`src/rtl/pc_gen_if.sv`:
```
// Fetch-side bundle of the program counter generator: control requests in,
// fetch address, exception PC and status out.
interface pc_gen_if #(
    parameter int XLEN = 32
);
    logic            redirect_valid;
    logic [XLEN-1:0] redirect_pc;
    logic            trap_req;
    logic            halt_req;
    logic            resume;
    logic            fetch_ready;
    logic            fetch_valid;
    logic [XLEN-1:0] PC_out;
    logic [XLEN-1:0] PC_plus;
    logic            misalign_err;
    logic [XLEN-1:0] epc_out;
    logic            halted;

    modport slave (
        input  redirect_valid,
        input  redirect_pc,
        input  trap_req,
        input  halt_req,
        input  resume,
        input  fetch_ready,
        output fetch_valid,
        output PC_out,
        output PC_plus,
        output misalign_err,
        output epc_out,
        output halted
    );

    modport master (
        output redirect_valid,
        output redirect_pc,
        output trap_req,
        output halt_req,
        output resume,
        output fetch_ready,
        input  fetch_valid,
        input  PC_out,
        input  PC_plus,
        input  misalign_err,
        input  epc_out,
        input  halted
    );
endinterface

```
`src/rtl/pc_gen.sv`:
```
// Program counter generator: BOOT/RUN/HALT sequencer choosing the next fetch
// address from trap, redirect, accepted-fetch increment or stall hold.
module pc_gen #(
    parameter int              XLEN         = 32,
    parameter logic [XLEN-1:0] RESET_VECTOR = '0,
    parameter logic [XLEN-1:0] TRAP_VECTOR  = XLEN'(32'h0000_0100),
    parameter int              INC          = 4
) (
    input logic     clk,
    input logic     reset,
    pc_gen_if.slave bus
);
    localparam logic [XLEN-1:0] INC_W      = XLEN'(INC);
    // INC is a power of two, so INC-1 masks exactly the bits that must be zero
    localparam logic [XLEN-1:0] ALIGN_MASK = XLEN'(INC - 1);

    typedef enum logic [1:0] {
        ST_BOOT,
        ST_RUN,
        ST_HALT
    } state_t;

    state_t          state_reg;
    logic [XLEN-1:0] pc_reg;
    logic [XLEN-1:0] epc_reg;
    logic            fetch_valid_reg;
    logic            halted_reg;
    logic            misalign_err_reg;
    logic [XLEN-1:0] pc_plus;
    logic            redirect_misaligned;

    assign pc_plus             = pc_reg + INC_W;
    assign redirect_misaligned = |(bus.redirect_pc & ALIGN_MASK);

    always_ff @(posedge clk or negedge reset) begin
        if (!reset) begin
            state_reg        <= ST_BOOT;
            pc_reg           <= RESET_VECTOR;
            epc_reg          <= '0;
            fetch_valid_reg  <= 1'b0;
            halted_reg       <= 1'b0;
            misalign_err_reg <= 1'b0;
        end else begin
            misalign_err_reg <= 1'b0;
            case (state_reg)
                ST_BOOT: begin
                    state_reg       <= ST_RUN;
                    fetch_valid_reg <= 1'b1;
                    halted_reg      <= 1'b0;
                end

                ST_RUN: begin
                    if (bus.trap_req) begin
                        // Trap beats halt: the FSM stays in RUN
                        pc_reg  <= TRAP_VECTOR;
                        epc_reg <= pc_reg;
                    end else begin
                        if (bus.redirect_valid) begin
                            if (redirect_misaligned) begin
                                pc_reg           <= TRAP_VECTOR;
                                epc_reg          <= bus.redirect_pc;
                                misalign_err_reg <= 1'b1;
                            end else begin
                                pc_reg <= bus.redirect_pc;
                            end
                        end else if (bus.fetch_ready) begin
                            pc_reg <= pc_plus;
                        end
                        if (bus.halt_req) begin
                            state_reg       <= ST_HALT;
                            fetch_valid_reg <= 1'b0;
                            halted_reg      <= 1'b1;
                        end
                    end
                end

                ST_HALT: begin
                    // Redirects and fetch acceptance are ignored while halted
                    if (bus.trap_req) begin
                        state_reg       <= ST_RUN;
                        pc_reg          <= TRAP_VECTOR;
                        epc_reg         <= pc_reg;
                        fetch_valid_reg <= 1'b1;
                        halted_reg      <= 1'b0;
                    end else if (bus.resume) begin
                        state_reg       <= ST_RUN;
                        fetch_valid_reg <= 1'b1;
                        halted_reg      <= 1'b0;
                    end
                end

                default: begin
                    state_reg       <= ST_BOOT;
                    fetch_valid_reg <= 1'b0;
                    halted_reg      <= 1'b0;
                end
            endcase
        end
    end

    assign bus.fetch_valid  = fetch_valid_reg;
    assign bus.PC_out       = pc_reg;
    assign bus.PC_plus      = pc_plus;
    assign bus.misalign_err = misalign_err_reg;
    assign bus.epc_out      = epc_reg;
    assign bus.halted       = halted_reg;
endmodule

```
`src/flat_wrapper.sv`:
```
// flat-port wrapper written by rule: the top's interface ports become plain ports
module pc_gen_flat 
#(
    parameter int              XLEN         = 32,
    parameter logic [XLEN-1:0] RESET_VECTOR = '0,
    parameter logic [XLEN-1:0] TRAP_VECTOR  = XLEN'(32'h0000_0100),
    parameter int              INC          = 4
)
  (clk, reset, bus_redirect_valid, bus_redirect_pc, bus_trap_req, bus_halt_req, bus_resume, bus_fetch_ready, bus_fetch_valid, bus_PC_out, bus_PC_plus, bus_misalign_err, bus_epc_out, bus_halted);
  pc_gen_if #(.XLEN(XLEN)) bus_i ();
  input logic clk;
  input logic reset;
  input wire logic [$bits(bus_i.redirect_valid)-1:0] bus_redirect_valid;
  input wire logic [$bits(bus_i.redirect_pc)-1:0] bus_redirect_pc;
  input wire logic [$bits(bus_i.trap_req)-1:0] bus_trap_req;
  input wire logic [$bits(bus_i.halt_req)-1:0] bus_halt_req;
  input wire logic [$bits(bus_i.resume)-1:0] bus_resume;
  input wire logic [$bits(bus_i.fetch_ready)-1:0] bus_fetch_ready;
  output wire logic [$bits(bus_i.fetch_valid)-1:0] bus_fetch_valid;
  output wire logic [$bits(bus_i.PC_out)-1:0] bus_PC_out;
  output wire logic [$bits(bus_i.PC_plus)-1:0] bus_PC_plus;
  output wire logic [$bits(bus_i.misalign_err)-1:0] bus_misalign_err;
  output wire logic [$bits(bus_i.epc_out)-1:0] bus_epc_out;
  output wire logic [$bits(bus_i.halted)-1:0] bus_halted;
  assign bus_i.redirect_valid = bus_redirect_valid;
  assign bus_i.redirect_pc = bus_redirect_pc;
  assign bus_i.trap_req = bus_trap_req;
  assign bus_i.halt_req = bus_halt_req;
  assign bus_i.resume = bus_resume;
  assign bus_i.fetch_ready = bus_fetch_ready;
  assign bus_fetch_valid = bus_i.fetch_valid;
  assign bus_PC_out = bus_i.PC_out;
  assign bus_PC_plus = bus_i.PC_plus;
  assign bus_misalign_err = bus_i.misalign_err;
  assign bus_epc_out = bus_i.epc_out;
  assign bus_halted = bus_i.halted;
  pc_gen #(.XLEN(XLEN), .RESET_VECTOR(RESET_VECTOR), .TRAP_VECTOR(TRAP_VECTOR), .INC(INC)) u_core (.clk(clk), .reset(reset), .bus(bus_i));
endmodule
```
`config.mk`:
```
export PLATFORM = sky130hd
export DESIGN_NAME = pc_gen_flat
export DESIGN_NICKNAME = d
export VERILOG_FILES = /design/src/rtl/pc_gen_if.sv /design/src/rtl/pc_gen.sv /design/src/flat_wrapper.sv
export SDC_FILE = /design/constraint.sdc
export NUM_CORES = 1
export LEC_CHECK = 0
export BUFFER_PORTS_ARGS = -buffer_cell sky130_fd_sc_hd__buf_2
export CAP_MARGIN = 10
export CORE_ASPECT_RATIO = 0.9
export CORE_MARGIN = 3
export CORE_UTILIZATION = 55
export CTS_CLUSTER_DIAMETER = 40
export DETAILED_ROUTE_END_ITERATION = 16
export PLACE_DENSITY = 0.95
export SLEW_MARGIN = 20
export SYNTH_ARGS = -nofsm -noshare
export SYNTH_HDL_FRONTEND = slang
export SYNTH_SLANG_ARGS = --single-unit
```
`constraint.sdc`:
```
create_clock -name clk -period 6.45 [get_ports clk]
set_clock_uncertainty 0.05 [all_clocks]
set_input_delay 1.29 -clock clk [delete_from_list [all_inputs] [get_ports clk]]
set_output_delay 1.29 -clock clk [all_outputs]
set_load 0.01 [all_outputs]
```
==> results.sh <==
export IMPL_status="completed"
export IMPL_n_antenna_cell=0
export IMPL_area_growth_pct=22.5
export IMPL_hold_buffers=0
export IMPL_place_congestion=0.875
export IMPL_nNetsFinal=609
export IMPL_clock_latency_ns=0.35
export IMPL_report_final_hold_viol_count=0
export IMPL_synth_area_um2=4040
export IMPL_cts_path_max_buffers=2
export IMPL_fin_area_um2=4950
export IMPL_cts_root_buf="clkbuf_8"
export IMPL_crit_path_max_fanout=11
export IMPL_critical_path_required_ns=5.11
export IMPL_async_reset_ff_share_pct=100
export IMPL_fin_crit_sh_pct=66.4
export IMPL_max_cap_violations=0
export IMPL_yosys_warnings=0
export IMPL_report_final_slew_viol_count=0
export IMPL_wire_per_inst_um=18.0
export IMPL_rows=28
export IMPL_drtPass1Iterations=4
export IMPL_grt_pass1_wl_mm=18.7
export IMPL_viasPerCell=6.02
export IMPL_fillers=516
export IMPL_finalWorstSetupSlack_ns=2.17
export IMPL_die_x_um=96.3
export IMPL_grt_max_degree=69
export IMPL_syn_area_per_cell_um2=9.02
export IMPL_worstSetupEndpointType="output pin"
export IMPL_p_leak_nw=2.52
export IMPL_grt_usage_pct=28.7
export IMPL_rsz0062_at_grt="false"
export IMPL_cts_htree_levels=3
export IMPL_synth_main_ff_cell="dfrtp_1"
export IMPL_cts_sinks=68
export IMPL_cts_tree="done"
export IMPL_grt_pass1_vias=3875
export IMPL_fmax_mhz=234
export IMPL_die_area_um2=8410
export IMPL_fp_coreArea_um2=6830
export IMPL_synth_ff_latch_count=68
export IMPL_numCtsBuffers=9
export IMPL_grt_antenna_before_repair=0
export IMPL_num_vias=3964
export IMPL_overflow=0
export IMPL_critical_path_class="reg2out"
export IMPL_ir_drop_uv=224
export IMPL_drc=0
export IMPL_cts_setup_buffers=0
export IMPL_hp_class="reg2reg"
export IMPL_cts_clk_slew_worst_paths_ns=0.08
export IMPL_synth_edf_count=0
export IMPL_start_kind="flip-flop"
export IMPL_ant_nets=0
export IMPL_syn_inst=448
export IMPL_start_util_pct=59.1
export IMPL_final_layout_size_suffix_gt1_share_pct=30.4
export IMPL_io_buffers=137
export IMPL_tightest_slew_ns=1.14
export IMPL_synth_nets=492
export IMPL_dpl_cell_area_um2=4730
export IMPL_drt_iter0_markers=327
export IMPL_fin_crit_ns=4.28
export IMPL_cp_arrival_ns=2.94
export IMPL_p_per_area_nw_per_um2=430
export IMPL_ioPinCount=138
export IMPL_finalSetupViolCount=0
export IMPL_cts_resized=0
export IMPL_slew_headroom_pct=23.6
export IMPL_wirelength_mm=11.8
export IMPL_die_y_um=87.3
export IMPL_pre_cts_slack_ns=2.23
export IMPL_post_route_util_pct=72.5
export IMPL_tns_ns=0
export IMPL_yosysSeqAreaShare_pct=42.1
export IMPL_dpl_hpwl_mm=8.27
export IMPL_ys_types=54
==> Yosys cell counts (8+ instances only) <==
library cell  count  area share [%]
nand2_1          75             7.0
mux2i_1          35             8.7
clkbuf_1         20             1.9
inv_1            12             1.1
xnor2_1          16             3.5
dfrtp_1          68              42
nor2_1           19             1.8
a21oi_1          16             2.0
xor2_1           11             2.4
o21ai_0          59             7.3
nor3_1            9             1.1
nand4_1           8             1.2
==> layout make-up <==
cell class                 count  area, µm²  area share [%]
multi-input combinational    333       2150            43.5
inverter                      12       45.0           0.910
sequential                    68       1700            34.4
timing repair buffer         141        716            14.5
clock inverter                 4       72.6            1.47
tap                           90        113            2.28
clock buffer                  11        151            3.06
==> final timing paths <==
kind | from | to | slack (ns) | cells past startpoint
setup / recovery | u_core.bus.PC_out[2] | bus_PC_plus[24] | 2.17 | 7
hold / removal | u_core.bus.epc_out[22] | u_core.bus.epc_out[22] | 0.43 | 2
setup reg to reg | u_core.state_reg[0] | u_core.bus.PC_out[19] | 2.75 | 8
hold reg to reg | u_core.bus.epc_out[22] | u_core.bus.epc_out[22] | 0.43 | 2
max in group asynchronous | reset | u_core.bus.epc_out[23] | 4.69 | 2
min in group asynchronous | reset | u_core.state_reg[1] | 1.09 | 2
==> logic make-up after synthesis <==
| kind of cell | after synthesis | synth area share [%] |
|---|---|---|
| adder cells (fa/ha/maj) | 5 | 1.55 |
| buffers and inverters | 47 | 5.11 |
| XOR/XNOR | 28 | 6.26 |
| AND/OR/NAND/NOR | 149 | 18.8 |
| flip-flops | 68 | 42.1 |
| AO/OA/AOI/OAI | 116 | 17.5 |
| multiplexers | 35 | 8.67 |
==> critical path: stages, from the launching register on <==
cell and delay, ns:
dfrtp_1 0.49, ha_1 0.23, nand3_1 0.39, nor4_4 0.76
and2_1 0.28, nand3_2 0.12, xnor2_1 0.15, buf_2 0.15
==> placed cells by master (no fill, tap or decap), drive strengths merged, types with 2 or more instances in the layout <==
cell type,n
clkbuf,11
a21o,3
a22oi,6
xnor2,17
o21ai,61
o311ai,9
bufinv,2
nand3,8
nor2,20
xor2,11
o22ai,4
and3,3
nor4,8
nor3b,3
a21oi,16
a221o,2
ha,5
buf,141
nand2,76
and2,3
nand4,11
nand2b,3
dfrtp,68
mux2i,35
nor3,10
a31oi,5
inv,12
==> per-layer routing <==
layer  track usage [%]  up-vias  share of wire, %
li1                  -     1814                 -
met1              38.0     1898                42
met2              45.7      226                48
met3              7.09       26               8.8
met4              10.6        0               1.9
met5                 0        -                 0
==> where the power goes <==
group,switching (mW),internal (mW)
clock,0.171,0.236
combinational,0.616,0.365
sequential,0.172,0.567
==> per-stage QoR <==
step                power (mW)  cells  hold slack (ns)
floorplan                 1.33    448            0.466
global placement          1.67    644            0.407
detailed placement        1.72    644            0.416
CTS                       2.12    659            0.433
global route              2.27    659            0.453
finish                    2.13    659            0.427
Power figures use the tool's default switching activity.
